### src/rtl/multi_pulse_generator_if.sv
// Configuration and status bundle between the HPS register block and multi_pulse_generator.
// MULTI_PULSE_GEN_POLARITY_EN adds the per-channel ch_polarity input.
interface multi_pulse_generator_if #(
    parameter int NUM_CH = 4,
    parameter int CNT_W  = 32,
    parameter int REP_W  = 16
);
    logic                    start_in;
    logic                    stop_in;
    logic [CNT_W-1:0]        delay_cycles;
    logic [CNT_W-1:0]        pulse_width_cycles;
    logic [REP_W-1:0]        repetition;
    logic [NUM_CH-1:0]       ch_enable;
    logic [NUM_CH*CNT_W-1:0] ch_offset;
`ifdef MULTI_PULSE_GEN_POLARITY_EN
    logic [NUM_CH-1:0]       ch_polarity;
`endif
    logic                    start_ack;
    logic                    busy;
    logic                    done;
    logic [REP_W-1:0]        rep_count;
    logic [NUM_CH-1:0]       pulse_out;
    logic                    pulse_led;
    logic                    delay_led;

    modport master (
`ifdef MULTI_PULSE_GEN_POLARITY_EN
        output ch_polarity,
`endif
        output start_in, stop_in, delay_cycles, pulse_width_cycles, repetition,
        output ch_enable, ch_offset,
        input  start_ack, busy, done, rep_count, pulse_out, pulse_led, delay_led
    );

    modport slave (
`ifdef MULTI_PULSE_GEN_POLARITY_EN
        input  ch_polarity,
`endif
        input  start_in, stop_in, delay_cycles, pulse_width_cycles, repetition,
        input  ch_enable, ch_offset,
        output start_ack, busy, done, rep_count, pulse_out, pulse_led, delay_led
    );
endinterface

### src/rtl/multi_pulse_generator.sv
// Multi-channel DELAY/PULSE frame sequencer with per-channel enable/offset, graceful stop and done strobe.
// Optional MULTI_PULSE_GEN_POLARITY_EN: per-channel output polarity latched at start.
//
// state   | meaning
// IDLE    | waiting for an armed start; counters held at 0
// DELAY   | counting down the inter-frame delay; delay_led high
// PULSE   | phase counter runs 0..W-1; channels rise at their offsets
module multi_pulse_generator #(
    parameter int NUM_CH = 4,
    parameter int CNT_W  = 32,
    parameter int REP_W  = 16
) (
    input logic                    clk,
    input logic                    reset_n,
    multi_pulse_generator_if.slave bus
);
    localparam logic [1:0] S_IDLE  = 2'd0;
    localparam logic [1:0] S_DELAY = 2'd1;
    localparam logic [1:0] S_PULSE = 2'd2;

    logic [1:0]              r_state;
    logic [CNT_W-1:0]        r_cnt;
    logic                    r_armed;
    logic                    r_stop_pend;
    logic [CNT_W-1:0]        r_delay;
    logic [CNT_W-1:0]        r_width;
    logic [REP_W-1:0]        r_rep;
    logic [NUM_CH-1:0]       r_en;
    logic [NUM_CH*CNT_W-1:0] r_off;
    logic [NUM_CH-1:0]       r_pol;

    logic                    r_start_ack;
    logic                    r_busy;
    logic                    r_done;
    logic [REP_W-1:0]        r_rep_count;
    logic [NUM_CH-1:0]       r_pulse_out;
    logic                    r_pulse_led;
    logic                    r_delay_led;

    logic                    w_accept;
    logic [1:0]              w_state_nxt;
    logic [CNT_W-1:0]        w_cnt_nxt;
    logic                    w_done_nxt;
    logic                    w_stop_pend_nxt;
    logic [REP_W-1:0]        w_rep_count_nxt;
    logic [REP_W-1:0]        w_rep_inc;
    logic [REP_W:0]          w_rep_plus1;
    logic                    w_last_rep;
    logic [CNT_W-1:0]        w_delay_l;
    logic [CNT_W-1:0]        w_width_l;
    logic [REP_W-1:0]        w_rep_l;
    logic [NUM_CH-1:0]       w_en_l;
    logic [NUM_CH*CNT_W-1:0] w_off_l;
    logic [NUM_CH-1:0]       w_pol_l;
    logic [NUM_CH-1:0]       w_active_nxt;

    // Configuration is taken from the inputs on the accept edge so a zero delay can pulse immediately.
    always_comb begin
        w_accept  = (r_state == S_IDLE) && r_armed && bus.start_in && !bus.stop_in;
        w_delay_l = w_accept ? bus.delay_cycles       : r_delay;
        w_width_l = w_accept ? bus.pulse_width_cycles : r_width;
        w_rep_l   = w_accept ? bus.repetition         : r_rep;
        w_en_l    = w_accept ? bus.ch_enable          : r_en;
        w_off_l   = w_accept ? bus.ch_offset          : r_off;
`ifdef MULTI_PULSE_GEN_POLARITY_EN
        w_pol_l   = w_accept ? bus.ch_polarity        : r_pol;
`else
        w_pol_l   = '0;
`endif
    end

    always_comb begin
        w_rep_plus1 = {1'b0, r_rep_count} + {{REP_W{1'b0}}, 1'b1};
        w_rep_inc   = (&r_rep_count) ? r_rep_count : w_rep_plus1[REP_W-1:0];
        w_last_rep  = (r_rep != '0) && (w_rep_plus1 == {1'b0, r_rep});
    end

    always_comb begin
        w_state_nxt     = r_state;
        w_cnt_nxt       = r_cnt;
        w_done_nxt      = 1'b0;
        w_stop_pend_nxt = r_stop_pend;
        w_rep_count_nxt = r_rep_count;
        case (r_state)
            S_IDLE: begin
                w_cnt_nxt       = '0;
                w_stop_pend_nxt = 1'b0;
                if (w_accept) begin
                    w_rep_count_nxt = '0;
                    // A zero-width sequence spends exactly one busy cycle before done.
                    if (bus.pulse_width_cycles == '0) begin
                        w_state_nxt = S_DELAY;
                    end else if (bus.delay_cycles != '0) begin
                        w_state_nxt = S_DELAY;
                        w_cnt_nxt   = bus.delay_cycles - CNT_W'(1);
                    end else begin
                        w_state_nxt = S_PULSE;
                    end
                end
            end
            S_DELAY: begin
                if (bus.stop_in || (r_cnt == '0 && r_width == '0)) begin
                    w_state_nxt = S_IDLE;
                    w_cnt_nxt   = '0;
                    w_done_nxt  = 1'b1;
                end else if (r_cnt == '0) begin
                    w_state_nxt = S_PULSE;
                end else begin
                    w_cnt_nxt = r_cnt - CNT_W'(1);
                end
            end
            S_PULSE: begin
                w_stop_pend_nxt = r_stop_pend | bus.stop_in;
                if (r_cnt == r_width - CNT_W'(1)) begin
                    w_rep_count_nxt = w_rep_inc;
                    if (w_last_rep || w_stop_pend_nxt) begin
                        w_state_nxt     = S_IDLE;
                        w_cnt_nxt       = '0;
                        w_done_nxt      = 1'b1;
                        w_stop_pend_nxt = 1'b0;
                    end else if (r_delay != '0) begin
                        w_state_nxt = S_DELAY;
                        w_cnt_nxt   = r_delay - CNT_W'(1);
                    end else begin
                        w_state_nxt = S_PULSE;
                        w_cnt_nxt   = '0;
                    end
                end else begin
                    w_cnt_nxt = r_cnt + CNT_W'(1);
                end
            end
            default: begin
                w_state_nxt = S_IDLE;
                w_cnt_nxt   = '0;
            end
        endcase
    end

    always_comb begin
        w_active_nxt = '0;
        for (int k = 0; k < NUM_CH; k++) begin
            w_active_nxt[k] = (w_state_nxt == S_PULSE) && w_en_l[k] &&
                              (w_cnt_nxt >= w_off_l[k*CNT_W +: CNT_W]);
        end
    end

    always_ff @(posedge clk) begin
        if (!reset_n) begin
            r_state     <= S_IDLE;
            r_cnt       <= '0;
            r_armed     <= 1'b0;
            r_stop_pend <= 1'b0;
            r_delay     <= '0;
            r_width     <= '0;
            r_rep       <= '0;
            r_en        <= '0;
            r_off       <= '0;
            r_pol       <= '0;
            r_start_ack <= 1'b0;
            r_busy      <= 1'b0;
            r_done      <= 1'b0;
            r_rep_count <= '0;
            r_pulse_out <= '0;
            r_pulse_led <= 1'b0;
            r_delay_led <= 1'b0;
        end else begin
            r_state     <= w_state_nxt;
            r_cnt       <= w_cnt_nxt;
            r_stop_pend <= w_stop_pend_nxt;
            if (!bus.start_in) begin
                r_armed <= 1'b1;
            end else if (w_accept) begin
                r_armed <= 1'b0;
            end
            r_delay     <= w_delay_l;
            r_width     <= w_width_l;
            r_rep       <= w_rep_l;
            r_en        <= w_en_l;
            r_off       <= w_off_l;
            r_pol       <= w_pol_l;
            r_start_ack <= w_accept;
            r_busy      <= (w_state_nxt != S_IDLE);
            r_done      <= w_done_nxt;
            r_rep_count <= w_rep_count_nxt;
            r_pulse_out <= w_active_nxt ^ w_pol_l;
            r_pulse_led <= |w_active_nxt;
            r_delay_led <= (w_state_nxt == S_DELAY);
        end
    end

    assign bus.start_ack = r_start_ack;
    assign bus.busy      = r_busy;
    assign bus.done      = r_done;
    assign bus.rep_count = r_rep_count;
    assign bus.pulse_out = r_pulse_out;
    assign bus.pulse_led = r_pulse_led;
    assign bus.delay_led = r_delay_led;
endmodule
### src/flat_wrapper.sv
// flat-port wrapper written by rule: the top's interface ports become plain ports
module multi_pulse_generator_flat 
#(
    parameter int NUM_CH = 4,
    parameter int CNT_W  = 32,
    parameter int REP_W  = 16
)
  (clk, reset_n, bus_start_in, bus_stop_in, bus_delay_cycles, bus_pulse_width_cycles, bus_repetition, bus_ch_enable, bus_ch_offset, bus_start_ack, bus_busy, bus_done, bus_rep_count, bus_pulse_out, bus_pulse_led, bus_delay_led);
  multi_pulse_generator_if #(.NUM_CH(NUM_CH), .CNT_W(CNT_W), .REP_W(REP_W)) bus_i ();
  input logic clk;
  input logic reset_n;
  input wire logic [$bits(bus_i.start_in)-1:0] bus_start_in;
  input wire logic [$bits(bus_i.stop_in)-1:0] bus_stop_in;
  input wire logic [$bits(bus_i.delay_cycles)-1:0] bus_delay_cycles;
  input wire logic [$bits(bus_i.pulse_width_cycles)-1:0] bus_pulse_width_cycles;
  input wire logic [$bits(bus_i.repetition)-1:0] bus_repetition;
  input wire logic [$bits(bus_i.ch_enable)-1:0] bus_ch_enable;
  input wire logic [$bits(bus_i.ch_offset)-1:0] bus_ch_offset;
  output wire logic [$bits(bus_i.start_ack)-1:0] bus_start_ack;
  output wire logic [$bits(bus_i.busy)-1:0] bus_busy;
  output wire logic [$bits(bus_i.done)-1:0] bus_done;
  output wire logic [$bits(bus_i.rep_count)-1:0] bus_rep_count;
  output wire logic [$bits(bus_i.pulse_out)-1:0] bus_pulse_out;
  output wire logic [$bits(bus_i.pulse_led)-1:0] bus_pulse_led;
  output wire logic [$bits(bus_i.delay_led)-1:0] bus_delay_led;
  assign bus_i.start_in = bus_start_in;
  assign bus_i.stop_in = bus_stop_in;
  assign bus_i.delay_cycles = bus_delay_cycles;
  assign bus_i.pulse_width_cycles = bus_pulse_width_cycles;
  assign bus_i.repetition = bus_repetition;
  assign bus_i.ch_enable = bus_ch_enable;
  assign bus_i.ch_offset = bus_ch_offset;
  assign bus_start_ack = bus_i.start_ack;
  assign bus_busy = bus_i.busy;
  assign bus_done = bus_i.done;
  assign bus_rep_count = bus_i.rep_count;
  assign bus_pulse_out = bus_i.pulse_out;
  assign bus_pulse_led = bus_i.pulse_led;
  assign bus_delay_led = bus_i.delay_led;
  multi_pulse_generator #(.NUM_CH(NUM_CH), .CNT_W(CNT_W), .REP_W(REP_W)) u_core (.clk(clk), .reset_n(reset_n), .bus(bus_i));
endmodule
### config.mk
export PLATFORM = sky130hd
export DESIGN_NAME = multi_pulse_generator_flat
export DESIGN_NICKNAME = d
export VERILOG_FILES = /design/src/rtl/multi_pulse_generator_if.sv /design/src/rtl/multi_pulse_generator.sv /design/src/flat_wrapper.sv
export SDC_FILE = /design/constraint.sdc
export NUM_CORES = 1
export LEC_CHECK = 0
export ABC_AREA = 1
export CAP_MARGIN = 20
export CORE_UTILIZATION = 50
export DETAILED_ROUTE_END_ITERATION = 7
export PLACE_DENSITY = 0.71
export SLEW_MARGIN = 10
export SYNTH_ARGS = -nofsm -noshare
export SYNTH_HDL_FRONTEND = slang
export SYNTH_SLANG_ARGS = --single-unit
### constraint.sdc
create_clock -name clk -period 4.8 [get_ports clk]
set_clock_uncertainty 0.2 [all_clocks]
set_input_delay 0.72 -clock clk [delete_from_list [all_inputs] [get_ports clk]]
set_output_delay 0.72 -clock clk [all_outputs]
set_load 0.01 [all_outputs]
==> results of run 1 <==
what timing repair did:
| action | CTS | global route |
|---|---|---|
| pin swaps | 7 | 56 |
| setup buffers | 2 | 19 |
| cloned | 0 | 6 |
| hold endpoints to repair | 0 | 0 |
| setup endpoints to repair | 4 | 5 |
| gates resized for setup | 19 | 177 |
metrics by stage:
step           instances  util (%)  power, mW  cell area [µm²]  TNS (ns)
2_1_floorplan       2672         -       3.54            18600         0
3_3_place_gp        3589      64.4       4.46            23600     -2.30
3_5_place_dp        3589      64.4       4.48            23600     -2.62
4_1_cts             3651      67.7       7.09            24800         0
5_1_grt             3676      70.0       7.51            25600    -0.507
6_report            3676      70.0       7.20            25600         0
sequential cells by signal, summed over array words and instances (netlist names):
register and flops:
u_core.bus.busy 1, u_core.bus.rep_count 16, u_core.r_state 2, u_core.r_rep 16, u_core.r_width 32, u_core.bus.pulse_led 1
u_core.bus.pulse_out 4, u_core.r_cnt 32, u_core.bus.done 1, u_core.r_stop_pend 1, u_core.bus.delay_led 1, u_core.r_off 128
u_core.r_en 4, u_core.r_delay 32, u_core.bus.start_ack 1, u_core.r_armed 1
power by group:
group / internal, mW / switching [mW]
clock network: 1.53 / 1.05
registers: 2.34 / 0.0556
logic: 0.940 / 1.28
final cells by class:
class                           instances  area, µm²  area share, %
Antenna cell                            1       2.50        0.00976
Clock buffer                           53       1030           4.03
Timing Repair Buffer                  583       5210           20.3
Sequential cell                       273       5470           21.3
Inverter                              271       1040           4.05
Multi-Input combinational cell       2019      12200           47.6
Timing Repair inverter                  1       7.51         0.0293
Clock inverter                          7       78.8          0.307
Tap cell                              468        586           2.28
routing by layer:
layer / routed length (µm) / up-vias
met3: 5650 / 167
li1: - / 9889
met4: 3300 / 0
met1: 28400 / 9517
met5: 0 / -
met2: 32600 / 860
cells by family after synthesis:
kind of cell	share of synthesized area [%]
fa+ha+maj	9.50
xor+xnor	5.45
buf+inv	8.02
compound gates	10.4
simple gates	30.6
flops	29.4
mux	6.68
cells in the final DEF, fill, tap and decap left out, drive strengths merged, types with 124 or more instances in the layout:
cell           instances
inv                  268
ha                   141
nor2                 446
mux2i                124
clkdlybuf4s50        231
dfxtp                273
nand3                164
nand2                509
buf                  340
a21oi                135
critical path, delay by kind of cell, from the launching register on:
kind / cells / cell delay, ns
adder cells (fa/ha/maj): 1 / 0.34
buffers and inverters: 8 / 0.94
AO/OA/AOI/OAI: 2 / 0.44
AND/OR/NAND/NOR: 18 / 2.28
flip-flops: 1 / 0.38
worst min-delay path by stage:
stage                                            from                          end  slack (ns)  cells after the start
after floorplan           u_core.r_armed$_SDFFE_PN0P_  u_core.r_armed$_SDFFE_PN0P_        0.23                      2
after global placement    u_core.r_armed$_SDFFE_PN0P_  u_core.r_armed$_SDFFE_PN0P_        0.24                      2
after detailed placement  u_core.r_armed$_SDFFE_PN0P_  u_core.r_armed$_SDFFE_PN0P_        0.25                      2
after CTS                 u_core.r_armed$_SDFFE_PN0P_  u_core.r_armed$_SDFFE_PN0P_        0.26                      2
after global routing      u_core.r_armed$_SDFFE_PN0P_  u_core.r_armed$_SDFFE_PN0P_        0.27                      2
final                     u_core.r_armed$_SDFFE_PN0P_  u_core.r_armed$_SDFFE_PN0P_        0.26                      2
==> impl_metrics.json, run 1 <==
{
  "crit_fanout": 9,
  "drv_slew": 0,
  "end_kind": "flop",
  "clk_pin_slew_ns": 0.06,
  "synth_area_per_cell_um2": 6.95,
  "vias": 20400,
  "worstSetupEndpoint": "u_core.bus.pulse_led$_SDFF_PN0_",
  "grt_usage_pct": 35.4,
  "worst_hold_path_type": "reg2reg",
  "ys_types": 53,
  "yosys_register_bits": 273,
  "synth_ff_type": "dfxtp_1",
  "synthesis.nets": 3029,
  "finalCriticalPeriod_ns": 4.77,
  "finalSetupViolations": 0,
  "cp_slowest_cell": "nor2_1",
  "crit_arrival_ns": 4.98,
  "drt_iter0_drc": 1504,
  "relSlewSlack_pct": 31.3,
  "grt_most_used_layer": "met2",
  "rr_worst_depth": 29,
  "worstSkewPairLatency_ns": 0.56,
  "clock_sinks": 273,
  "hold_buffers": 0,
  "crit_start": "u_core.r_width[3]$_SDFFE_PN0P_",
  "synth_edf_count": 0,
  "syn_inst": 2672,
  "numCtsBuffers": 34,
  "rows": 70,
  "drcViolationCount": 0,
  "drive_gt1_share_pct": 18.7,
  "hpwlAfterDp_mm": 53.8,
  "cts_tree": "done",
  "routed_via_density": 5.56,
  "fill_cells": 3133,
  "status": "finished clean",
  "vdd_drop_max_mv": 0.279,
  "gp_congestion": 1.02,
  "io_pins": 241,
  "grt_setup_unrepaired": "true",
  "p_leak_nw": 12.9,
  "cts_max_level": 2,
  "die_x_um": 195,
  "finalNetCount": 3540,
  "ys.warnings.count": 0,
  "synth_top_cell_area_share_pct": 29.4,
  "gr-usage-met3_pct": 6.33,
  "fin_crit_sh_pct": 99.4,
  "place_ws_ns": -0.819,
  "use_met2_pct": 59.7,
  "syn2layout_area_growth_pct": 38.0,
  "clock.fmax_ghz": 0.210,
  "wire_per_inst_um": 19.0,
  "grt_use_met1_pct": 43.5,
  "final.setup.worst_slack_ns": 0.0303,
  "initial_core_util_pct": 50.7,
  "reg2reg_from": "u_core.r_width[3]$_SDFFE_PN0P_",
  "core-area_um2": 36600,
  "drtPass1Iterations": 6,
  "hold_viol_final": 0,
  "ant_nets": 0,
  "rrSetupSlack_ns": 0.03,
  "cts_root_buf": "clkbuf_16",
  "grt_max_degree": 99,
  "syn_area_um2": 18600,
  "grt_pass1_vias": 19900,
  "hold_slack_ns": 0.259,
  "worst-setup-path-type": "reg2reg",
  "required_ns": 5.01,
  "async_reset_ff_share_pct": 0,
  "antenna_found_initial": 2,
  "start_kind": "flop",
  "power.density_nw_per_um2": 281,
  "timing.rr.end": "u_core.bus.pulse_led$_SDFF_PN0_",
  "synth_area_leader_cell": "dfxtp_1",
  "max_slew.worst_pin.slew_ns": 1.03,
  "maxCapViolCount": 0,
  "clk_path_buf_depth": 3,
  "grt_first_pass_wirelength_mm": 106,
  "die_h_um": 195,
  "slowest_delay_ns": 0.45,
  "synth_most_common_cell": "nand2_1",
  "wl_mm": 70.0,
  "io_buffers": 240,
  "yosys-top-cells-count": "nand2_1 (503), nor2_1 (435), dfxtp_1 (273)",
  "cp_common_cell": "nand2_1",
  "grt_overflow": 0,
  "fp.dieArea_um2": 37900,
  "synth_area_leaders": "dfxtp_1 (29%), nand2_1 (10%), ha_1 (9.5%)",
  "synth-seq-area-share_pct": 29.4
}
No activity file was read; power rests on OpenSTA's default activity.
==> inputs of run 2 (changes only) <==
SKIP_LAST_GASP = 1   (was default)
==> results of run 2 <==
The final DEF is identical to that of run 1; final timing and power are the same.
